--- config.mk ---
export PLATFORM = sky130hd
export DESIGN_NAME = fetch_seq_flat
export DESIGN_NICKNAME = d
export VERILOG_FILES = /design/src/rtl/fetch_seq_if.sv /design/src/rtl/fetch_seq.sv /design/src/flat_wrapper.sv
export SDC_FILE = /design/constraint.sdc
export NUM_CORES = 1
export LEC_CHECK = 0
export ABC_AREA = 0
export CORE_MARGIN = 2
export CORE_UTILIZATION = 50
export DETAILED_ROUTE_END_ITERATION = 8
export PLACE_DENSITY = 0.78
export SYNTH_ARGS = -nofsm -noshare
export SYNTH_HDL_FRONTEND = slang
export SYNTH_SLANG_ARGS = --single-unit
export TNS_END_PERCENT = 50
--- constraint.sdc ---
create_clock -name clk -period 18.6 [get_ports clk]
set_input_delay 3.72 -clock clk [delete_from_list [all_inputs] [get_ports clk]]
set_output_delay 3.72 -clock clk [all_outputs]
set_load 0.01 [all_outputs]
--- src/rtl/fetch_seq_if.sv ---
// rtl/fetch_seq_if.sv - instruction-memory request/acknowledge bundle for fetch_seq
interface fetch_seq_if;
    logic        imem_req;
    logic [31:0] imem_addr;
    logic        imem_ack;
    logic [31:0] imem_rdata;

    modport master (
        output imem_req,
        output imem_addr,
        input  imem_ack,
        input  imem_rdata
    );

    modport slave (
        input  imem_req,
        input  imem_addr,
        output imem_ack,
        output imem_rdata
    );
endinterface

--- src/rtl/fetch_seq.sv ---
// rtl/fetch_seq.sv - MIPS fetch sequencer: PC, imem handshake, IF/ID skid, delayed redirects
// Optional misaligned-redirect trap: define FETCH_ALIGN_CHK_EN.
module fetch_seq #(
    parameter logic [31:0] RESET_PC = 32'h0000_3000
) (
    input  logic        clk,
    input  logic        reset,
    input  logic        stall,
    input  logic        redir_valid,
    input  logic [31:0] redir_pc,
    fetch_seq_if.master imem,
    output logic        if_valid,
    output logic [31:0] if_pc,
    output logic [31:0] if_ins,
    output logic        if_adel
);
    localparam logic [1:0] S_IDLE = 2'd0;
    localparam logic [1:0] S_REQ  = 2'd1;
    localparam logic [1:0] S_HOLD = 2'd2;

    logic [1:0]  state_q, state_d;
    logic [31:0] pc_q, pc_d;
    logic        pend_valid_q, pend_valid_d;
    logic [31:0] pend_pc_q, pend_pc_d;
    logic [31:0] skid_q, skid_d;
    logic [31:0] skid_pc_q, skid_pc_d;
    logic        if_valid_q, if_valid_d;
    logic [31:0] if_pc_q, if_pc_d;
    logic [31:0] if_ins_q, if_ins_d;
    logic        if_adel_q, if_adel_d;

    logic        out_free;
    logic        cap;
    logic        req_int;
    logic        ack_take;
    logic        skid_take;
    logic        exc_take;
    logic        adv;
    logic        tgt_sel;
    logic        tgt_bad;
    logic [31:0] tgt_raw;
    logic [31:0] tgt;

    assign out_free  = !if_valid_q || !stall;
    // The instruction in if_* is the branch; the word after it is its delay slot.
    assign cap       = redir_valid && if_valid_q && !stall;
    assign ack_take  = req_int && imem.imem_ack;
    assign skid_take = (state_q == S_HOLD) && !stall;
    assign adv       = (ack_take && out_free) || skid_take;
    assign tgt_sel   = cap || pend_valid_q;
    assign tgt_raw   = cap ? redir_pc : pend_pc_q;

`ifdef FETCH_ALIGN_CHK_EN
    localparam logic [31:0] EXC_VEC = 32'h0000_4180;

    logic        exc_pend_q, exc_pend_d;
    logic [31:0] exc_pc_q, exc_pc_d;

    assign tgt      = tgt_raw;
    assign tgt_bad  = tgt_sel && (tgt_raw[1:0] != 2'b00);
    // While the trap entry waits for the output slot, memory is left idle.
    assign req_int  = (state_q == S_REQ) && !exc_pend_q;
    assign exc_take = (state_q == S_REQ) && exc_pend_q && out_free;

    always_comb begin
        exc_pend_d = exc_pend_q;
        exc_pc_d   = exc_pc_q;
        if (adv && tgt_bad) begin
            exc_pend_d = 1'b1;
            exc_pc_d   = tgt_raw;
        end else if (exc_take) begin
            exc_pend_d = 1'b0;
        end
    end

    always_ff @(posedge clk or posedge reset) begin
        if (reset) begin
            exc_pend_q <= 1'b0;
            exc_pc_q   <= RESET_PC;
        end else begin
            exc_pend_q <= exc_pend_d;
            exc_pc_q   <= exc_pc_d;
        end
    end
`else
    assign tgt      = tgt_raw & ~32'd3;
    assign tgt_bad  = 1'b0;
    assign req_int  = (state_q == S_REQ);
    assign exc_take = 1'b0;
`endif

    always_comb begin
        state_d      = state_q;
        pc_d         = pc_q;
        pend_valid_d = pend_valid_q;
        pend_pc_d    = pend_pc_q;
        skid_d       = skid_q;
        skid_pc_d    = skid_pc_q;
        if_valid_d   = if_valid_q;
        if_pc_d      = if_pc_q;
        if_ins_d     = if_ins_q;
        if_adel_d    = if_adel_q;

        if (cap) begin
            pend_valid_d = 1'b1;
            pend_pc_d    = redir_pc;
        end

        // A redirect captured this cycle is consumed immediately if pc_q advances now.
        if (adv) begin
            pend_valid_d = 1'b0;
            if (tgt_bad) begin
`ifdef FETCH_ALIGN_CHK_EN
                pc_d = EXC_VEC;
`else
                pc_d = pc_q + 32'd4;
`endif
            end else if (tgt_sel) begin
                pc_d = tgt;
            end else begin
                pc_d = pc_q + 32'd4;
            end
        end

        if (ack_take && out_free) begin
            if_valid_d = 1'b1;
            if_pc_d    = pc_q;
            if_ins_d   = imem.imem_rdata;
            if_adel_d  = 1'b0;
        end else if (skid_take) begin
            if_valid_d = 1'b1;
            if_pc_d    = skid_pc_q;
            if_ins_d   = skid_q;
            if_adel_d  = 1'b0;
        end else if (exc_take) begin
`ifdef FETCH_ALIGN_CHK_EN
            if_valid_d = 1'b1;
            if_pc_d    = exc_pc_q;
            if_ins_d   = 32'h0;
            if_adel_d  = 1'b1;
`endif
        end else if (!stall) begin
            if_valid_d = 1'b0;
        end

        unique case (state_q)
            S_IDLE: state_d = S_REQ;
            S_REQ: begin
                if (ack_take && !out_free) begin
                    state_d   = S_HOLD;
                    skid_d    = imem.imem_rdata;
                    skid_pc_d = pc_q;
                end
            end
            S_HOLD: begin
                if (!stall) begin
                    state_d = S_REQ;
                end
            end
            default: state_d = S_IDLE;
        endcase
    end

    always_ff @(posedge clk or posedge reset) begin
        if (reset) begin
            state_q      <= S_IDLE;
            pc_q         <= RESET_PC;
            pend_valid_q <= 1'b0;
            pend_pc_q    <= RESET_PC;
            skid_q       <= 32'h0;
            skid_pc_q    <= RESET_PC;
            if_valid_q   <= 1'b0;
            if_pc_q      <= RESET_PC;
            if_ins_q     <= 32'h0;
            if_adel_q    <= 1'b0;
        end else begin
            state_q      <= state_d;
            pc_q         <= pc_d;
            pend_valid_q <= pend_valid_d;
            pend_pc_q    <= pend_pc_d;
            skid_q       <= skid_d;
            skid_pc_q    <= skid_pc_d;
            if_valid_q   <= if_valid_d;
            if_pc_q      <= if_pc_d;
            if_ins_q     <= if_ins_d;
            if_adel_q    <= if_adel_d;
        end
    end

    assign imem.imem_req  = req_int;
    assign imem.imem_addr = pc_q;
    assign if_valid       = if_valid_q;
    assign if_pc          = if_pc_q;
    assign if_ins         = if_ins_q;
    assign if_adel        = if_adel_q;
endmodule
--- src/flat_wrapper.sv ---
// flat-port wrapper written by rule: the top's interface ports become plain ports
module fetch_seq_flat 
#(
    parameter logic [31:0] RESET_PC = 32'h0000_3000
)
  (clk, reset, stall, redir_valid, redir_pc, if_valid, if_pc, if_ins, if_adel, imem_imem_req, imem_imem_addr, imem_imem_ack, imem_imem_rdata);
  fetch_seq_if imem_i ();
  input  logic clk;
  input  logic reset;
  input  logic stall;
  input  logic redir_valid;
  input  logic [31:0] redir_pc;
  output logic if_valid;
  output logic [31:0] if_pc;
  output logic [31:0] if_ins;
  output logic if_adel;
  output wire logic [$bits(imem_i.imem_req)-1:0] imem_imem_req;
  output wire logic [$bits(imem_i.imem_addr)-1:0] imem_imem_addr;
  input wire logic [$bits(imem_i.imem_ack)-1:0] imem_imem_ack;
  input wire logic [$bits(imem_i.imem_rdata)-1:0] imem_imem_rdata;
  assign imem_imem_req = imem_i.imem_req;
  assign imem_imem_addr = imem_i.imem_addr;
  assign imem_i.imem_ack = imem_imem_ack;
  assign imem_i.imem_rdata = imem_imem_rdata;
  fetch_seq #(.RESET_PC(RESET_PC)) u_core (.clk(clk), .reset(reset), .stall(stall), .redir_valid(redir_valid), .redir_pc(redir_pc), .imem(imem_i), .if_valid(if_valid), .if_pc(if_pc), .if_ins(if_ins), .if_adel(if_adel));
endmodule
==> After elaboration in Yosys (flattened, before gate mapping) <==
Cells that the tools add are included.
{ "op_classes": {"n_addsub": 1, "eq_ne": 5, "muxes": 16, "reduce_logical": 17} }
{ "op_table": {"columns": ["cell", "count"], "rows": [
  ["$mux 32", 6],
  ["$add 32x3->32 const B", 1],
  ["$mux 1", 7],
  ["$logic_and 1x1->1", 6],
  ["$pmux 2 s3", 1],
  ["$mux 2", 2],
  ["$ne 2x2->1 const B", 2],
  ["$reduce_and 2->1", 2],
  ["$reduce_bool 2->1", 2],
  ["$logic_not 1->1", 3],
  ["$logic_or 1x1->1", 3],
  ["$ne 3x1->1 const B", 1],
  ["$eq 2x1->1 const B", 1],
  ["$eq 2x2->1 const B", 1],
  ["$logic_not 2->1", 1]
]} }
{ "totals": {"regBits": 197, "input_bits": 69, "output_inout_bits": 99, "word_cells": 50} }

==> Depth between registers and ports, before layout <==
Gate-level depths: netlist of run 1.
{ "depth": {"ltp_word": 6, "mapped_depth": 7, "ltp_nobuf": 6} }

==> Least setup slack after synthesis of run 1 <==
OpenSTA, ideal clock, no wires.
{ "synth_path": {"path_kind": "input to register", "startpoint": "input stall", "endpoint": "register u_core.pc_q[25] (netlist: u_core.imem.imem_addr[25])", "setup_ns": 0.069, "arrival_time_ns": 5.162, "required_time_ns": 18.531, "setup_slack_ns": 13.369, "stages": 6, "path_buffers": 1, "cell_sequence": "nor3b_1 -> buf_4 -> a31oi_4 -> or4b_1 -> or4_1 -> nand3_1"} }
{ "synth_via": {"elab_chain_cells": 4, "elab_cells_between_ends": 9, "cone_classes": "mux: 2; reduce/logical: 7"} }
{ "synth_lines": {"columns": ["element", "line_no", "rtl"], "rows": [
  ["from (decl)", "flat_wrapper.sv:10", "input logic stall;"],
  ["$logic_not 1->1 (*)", "fetch_seq.sv:44, fetch_seq.sv:46, fetch_seq.sv:48", null],
  ["$logic_and 1x1->1 / $logic_or 1x1->1 (equally long branches)", "fetch_seq.sv:46, fetch_seq.sv:44", null],
  ["$mux 32 (tied with other cells)", "fetch_seq.sv:51", "assign tgt_raw = cap ? redir_pc : pend_pc_q;"],
  ["$mux 32 / $logic_or 1x1->1 (equally long branches)", "fetch_seq.sv:118, fetch_seq.sv:49", null],
  ["to (signal assigned)", "fetch_seq.sv:178", "pc_q <= pc_d;"],
  ["to (decl)", "fetch_seq.sv:22", "logic [31:0] pc_q, pc_d;"]
]} }
Mark *: on every way between the ends. The rest lies on a longest branch, timed or not.
A chain may end at the register's enable or synchronous reset.

==> Final worst setup path of run 1 <==
{ "layout_path": {"startpoint": "input stall", "endpoint": "register u_core.pc_q[23] (netlist: u_core.imem.imem_addr[23])"} }
Same word-level chain as after synthesis.

==> qor.yml, run 1 <==
detail_route.first_pass.iterations: 5
cts_buffers: 17
stdcell_count: 1147
cp_num_buf_inv: 2
final_max_slew_viol_count: 0
ff2ff_path_depth: 6
cts_resized: 0
cts_tree: "done"
rsz0062_at_grt: "false"
routabilityCongestion: 0.805
combPwrFrac: 0.347
finalHoldViolCount: 0
die_width_um: 132
setup_violations: 0
cp_top_family: "buffers and inverters"
grt_start_max_net_pins: 142
antenna_found_initial: 0
critPathArrivalTime_ns: 6.70
pin_count: 168
crit_chain: "clkdlybuf4s50_1, nand2_1, a31oi_4, buf_4, a311oi_1, a21oi_1, nor3_1"
maxCapViolations: 0
h-tree-depth: 4
insertion_delay_ns: 0.43
cts_sinks: 188
vias_per_cell: 5.62
placementRows: 46
cts_root_buffer: "clkbuf_16"
cts_max_path_buffers: 2
cp-start-kind: "primary input"
final_cell_mix: "nand2_1, dfrtp_1, clkdlybuf4s50_1"
crit_cells: 7
timing.final.crit_share: 0.344
intPower_mw: 1.14
groute.usage.overall: 0.237
dieArea_um2: 17400
r2r_setup_slack_ns: 15.76
seq_power_share: 0.434
finalPower_mw: 1.71
ys_ff_latch: 188
worst-slew-pin-transition_ns: 0.959
ys_warn_count: 0
synth-main-ff-cell: "dfrtp_1"
cts-hold-fix-buffers: 0
slew_headroom: 0.354
postSynthCellCount: 785
dp.cells: 1115
cp-endpoint: "u_core.imem.imem_addr[23]"
syn2layout_area_growth_pct: 28.5
grt_remaining_overflow: 0
initial_core_util: 0.515
end_kind: "register"
layout.nets: 988
critPathLaunch: "stall"
cp.required_ns: 18.90
cpMaxStageDelayCell: "a31oi_4"
grt_pass1_vias: 6483
wl_per_cell_um: 17.6
drt_iter0_drc: 433
fmax_ghz: 0.156
r2r-end: "u_core.imem.imem_addr[23]"
synthArstFlopShare: 1.00
dp_hpwl_um: 12900
min_period_ns: 6.39
fp.coreArea_um2: 15900
syn_area_um2: 8200
tns_ns: 0
diodes: 0
p_switching_mw: 0.571
path_max_fanout: 73
r2r_start: "u_core.if_valid"
syn-mean-instance-area_um2: 10.4
switching_share: 0.334
layout-drive-gt1-share: 0.134
drt-total-wl_um: 20100
clkTransAtPathRegs_ns: 0.07
via_count: 6449
max_stage_delay_ns: 0.81
pwr-share-clk: 0.219
synth_seq_area_share: 0.575
die_h_um: 132
final_common_cell: "nand2_1"
powerDensity_nw_per_um2: 162
vdd_drop_max_v: 0.0000802
clock-skew-final_ns: 0.00761
power_leakage_nw: 4.59
postCtsSetupBuffers: 0
ant_nets: 0
grt_pass1_wl_um: 33100
drc_errors: 0
crit_type: "primary input to register"
outcome: "finished clean"
hp-class: "register to register"
io_buffers: 160
synth_cell_type_count: 45
synth-edff-count: 0
[cells in the mapped netlist, drive strengths merged (3+ instances only)]
| cell | n | area (µm²) |
|---|---|---|
| nor4 | 6 | 37.5 |
| and3 | 8 | 50.1 |
| nand3b | 8 | 60.1 |
| a22oi | 63 | 473 |
| nand2 | 201 | 754 |
| dfstp | 8 | 210 |
| a31oi | 9 | 71.3 |
| nor3 | 8 | 40.0 |
| o21a | 6 | 45.0 |
| clkbuf | 40 | 151 |
| buf | 18 | 101 |
| o21ai | 20 | 100 |
| o22ai | 4 | 25.0 |
| dfrtp | 180 | 4500 |
| nand3 | 18 | 90.1 |
| o22a | 11 | 96.3 |
| a31o | 3 | 26.3 |
| a311oi | 3 | 26.3 |
| nor2 | 31 | 116 |
| mux2 | 70 | 788 |
| a2bb2oi | 3 | 26.3 |
| nand4 | 7 | 43.8 |
| a21oi | 32 | 160 |
| inv | 6 | 22.5 |
[worst reg2reg max path, delay by kind of cell (launching register included)]
family / cells / cell delay (ns)
flip-flops: 1 / 0.44
buffers and inverters: 1 / 0.74
AO/OA/AOI/OAI: 3 / 1.25
AND/OR/NAND/NOR: 2 / 0.29
[through the flow]
step	hold WS (ns)	setup WS, ns	area [µm²]	util
after floorplan	0.436	9.78	8220	-
after global placement	0.448	11.82	9930	0.623
after CTS	0.465	12.21	10500	0.661
after global routing	0.481	12.04	10500	0.661
after detailed placement	0.453	11.78	9930	0.623
final	0.461	12.21	10500	0.661
[sequential cells by signal, indices dropped and copies added (netlist names)]
signal / flops
u_core.skid_pc_q: 30
u_core.if_valid: 1
u_core.skid_q: 32
u_core.if_ins: 32
u_core.state_q: 2
u_core.if_pc: 30
u_core.pend_valid_q: 1
u_core.imem.imem_addr: 30
u_core.pend_pc_q: 30
[power by group through the flow]
stage	logic, mW	registers, mW	clock network [mW]
2_1_floorplan	0.295	0.745	0
3_3_place_gp	0.580	0.735	0
3_5_place_dp	0.595	0.744	0
4_1_cts	0.598	0.740	0.381
5_1_grt	0.645	0.768	0.399
6_report	0.593	0.741	0.374
[final cells by class]
type	count	area (µm²)
clock inverters	10	139
clock buffers	22	474
flip-flops and latches	188	4710
multi-input cells	537	3250
repair buffers	168	1660
fillers	1250	5400
inverters	6	30.0
well taps	216	270
[metal layers]
metal	track usage	routed length (µm)	vias up
li1	-	-	3030
met1	0.302	8590	3196
met2	0.399	9900	194
met3	0.0527	1180	29
met4	0.0839	461	0
met5	0	0	-
[cells by family (layout without fill, tap and decap cells)]
kind of cell	after synthesis	in the layout	synth area share
AND/OR/NAND/NOR	297	297	0.155
flip-flops	188	188	0.575
AO/OA/AOI/OAI	162	162	0.137
multiplexers	72	72	0.0985
buffers and inverters	64	206	0.0336
adder cells (fa/ha/maj)	1	1	0.00153
other	1	5	0.000457
[worst min path at each step]
stage                               from                    to  cells past startpoint
floorplan           u_core.pend_pc_q[14]  u_core.pend_pc_q[14]                      2
global placement        u_core.if_pc[13]      u_core.if_pc[13]                      2
detailed placement  u_core.pend_pc_q[16]  u_core.pend_pc_q[16]                      2
CTS                     u_core.if_pc[13]      u_core.if_pc[13]                      2
global route            u_core.if_pc[13]      u_core.if_pc[13]                      2
finish                  u_core.if_pc[13]      u_core.if_pc[13]                      2
No activity file was read; power rests on OpenSTA's default activity.
==> run 2: changes to the inputs <==
Clock period 18.6 ns to 6.3 ns, I/O delays scaled along.
==> qor.yml, run 2 (same netlist as run 1, synthesis figures left out) <==
vdd_drop_max_v: 0.000248
final_max_slew_viol_count: 0
drt-total-wl_um: 19800
cp-start-kind: "primary input"
via_count: 6355
clkTransAtPathRegs_ns: 0.06
initial_core_util: 0.515
final_cell_mix: "nand2_1, dfrtp_1, clkdlybuf4s50_1"
die_width_um: 132
fmax_ghz: 0.284
powerDensity_nw_per_um2: 475
clock-skew-final_ns: 0.0181
cts_resized: 0
end_kind: "register"
drc_errors: 0
final_common_cell: "nand2_1"
antenna_found_initial: 0
cts_max_path_buffers: 2
dp_hpwl_um: 12700
placementRows: 46
final_core_utilization: 0.662
critPathArrivalTime_ns: 3.83
hold-worst-slack_ns: 0.459
cts-hold-fix-buffers: 0
grt_start_max_net_pins: 189
outcome: "finished clean"
switching_share: 0.337
fp.coreArea_um2: 15900
grt_remaining_overflow: 0
rsz0062_at_grt: "false"
grt_pass1_vias: 6408
syn2layout_area_growth_pct: 28.6
die_h_um: 132
power_leakage_nw: 4.57
dp.cells: 1116
stdcell_count: 1148
diodes: 0
io_buffers: 160
pwr-share-clk: 0.216
combPwrFrac: 0.349
setup_violations: 0
final.fill_count: 1275
maxCapViolations: 0
p_switching_mw: 1.69
wl_per_cell_um: 17.2
cts_root_buffer: "clkbuf_16"
intPower_mw: 3.33
detail_route.first_pass.iterations: 5
slew_headroom: 0.316
groute.usage.overall: 0.237
pin_count: 168
timing.final.crit_share: 0.559
crit_type: "primary input to register"
grt_pass1_wl_um: 33100
vias_per_cell: 5.54
layout.nets: 989
h-tree-depth: 4
tns_ns: 0
hp-class: "register to register"
worst-slew-pin-transition_ns: 1.03
cts_buffers: 17
ant_nets: 0
finalHoldViolCount: 0
finalPower_mw: 5.01
drt_iter0_drc: 420
seq_power_share: 0.435
cp.required_ns: 6.60
min_period_ns: 3.52
insertion_delay_ns: 0.43
cts_sinks: 188
dieArea_um2: 17400
path_max_fanout: 48
cts_tree: "done"
postCtsSetupBuffers: 0
routabilityCongestion: 0.838
layout-drive-gt1-share: 0.136
## run 2: layer usage
layer | GRT usage | vias to the layer above | part of all wire
li1 | - | 3019 | -
met1 | 0.302 | 3113 | 0.43
met2 | 0.397 | 189 | 0.50
met3 | 0.0504 | 34 | 0.052
met4 | 0.0912 | 0 | 0.024
met5 | 0 | - | 0
## run 2: worst paths after layout
path	start	end	slack [ns]	cells past startpoint
setup / recovery	stall	u_core.imem.imem_addr[11]	2.78	7
hold / removal	u_core.if_pc[13]	u_core.if_pc[13]	0.46	2
setup reg to reg	u_core.state_q[0]	u_core.imem.imem_addr[26]	3.83	5
hold reg to reg	u_core.if_pc[13]	u_core.if_pc[13]	0.46	2
max in group asynchronous	reset	u_core.pend_pc_q[17]	4.08	3
min in group asynchronous	reset	u_core.if_ins[8]	1.44	3
## run 2: cell type report
cell class	instances	area, µm²	share of cell area
Clock buffer	18	429	0.0407
Clock inverter	14	170	0.0161
Inverter	6	26.3	0.00249
Multi-Input combinational cell	537	3250	0.309
Sequential cell	188	4710	0.447
Tap cell	216	270	0.0256
Timing Repair Buffer	169	1680	0.159
## run 2: worst max-delay path, stage by stage
cell and delay, ns:
clkdlybuf4s50_1 0.65, nand3b_1 0.15, buf_4 0.41, nand2b_1 0.61, nor3_1 0.40, a31oi_1 0.12
o22a_1 0.21
## run 2: power by group through the flow
stage	logic, mW	clock network [mW]	registers, mW
after floorplan	0.872	0	2.20
after global placement	1.72	0	2.17
after detailed placement	1.76	0	2.19
after CTS	1.77	1.11	2.18
after global routing	1.91	1.15	2.26
final	1.75	1.08	2.18
## run 2: through the flow
stage / worst slack [ns] / cell area (µm²)
after floorplan: 2.63 / 8220
after global placement: 2.37 / 9950
after detailed placement: 2.32 / 9950
after CTS: 2.76 / 10500
after global routing: 2.57 / 10500
final: 2.78 / 10500
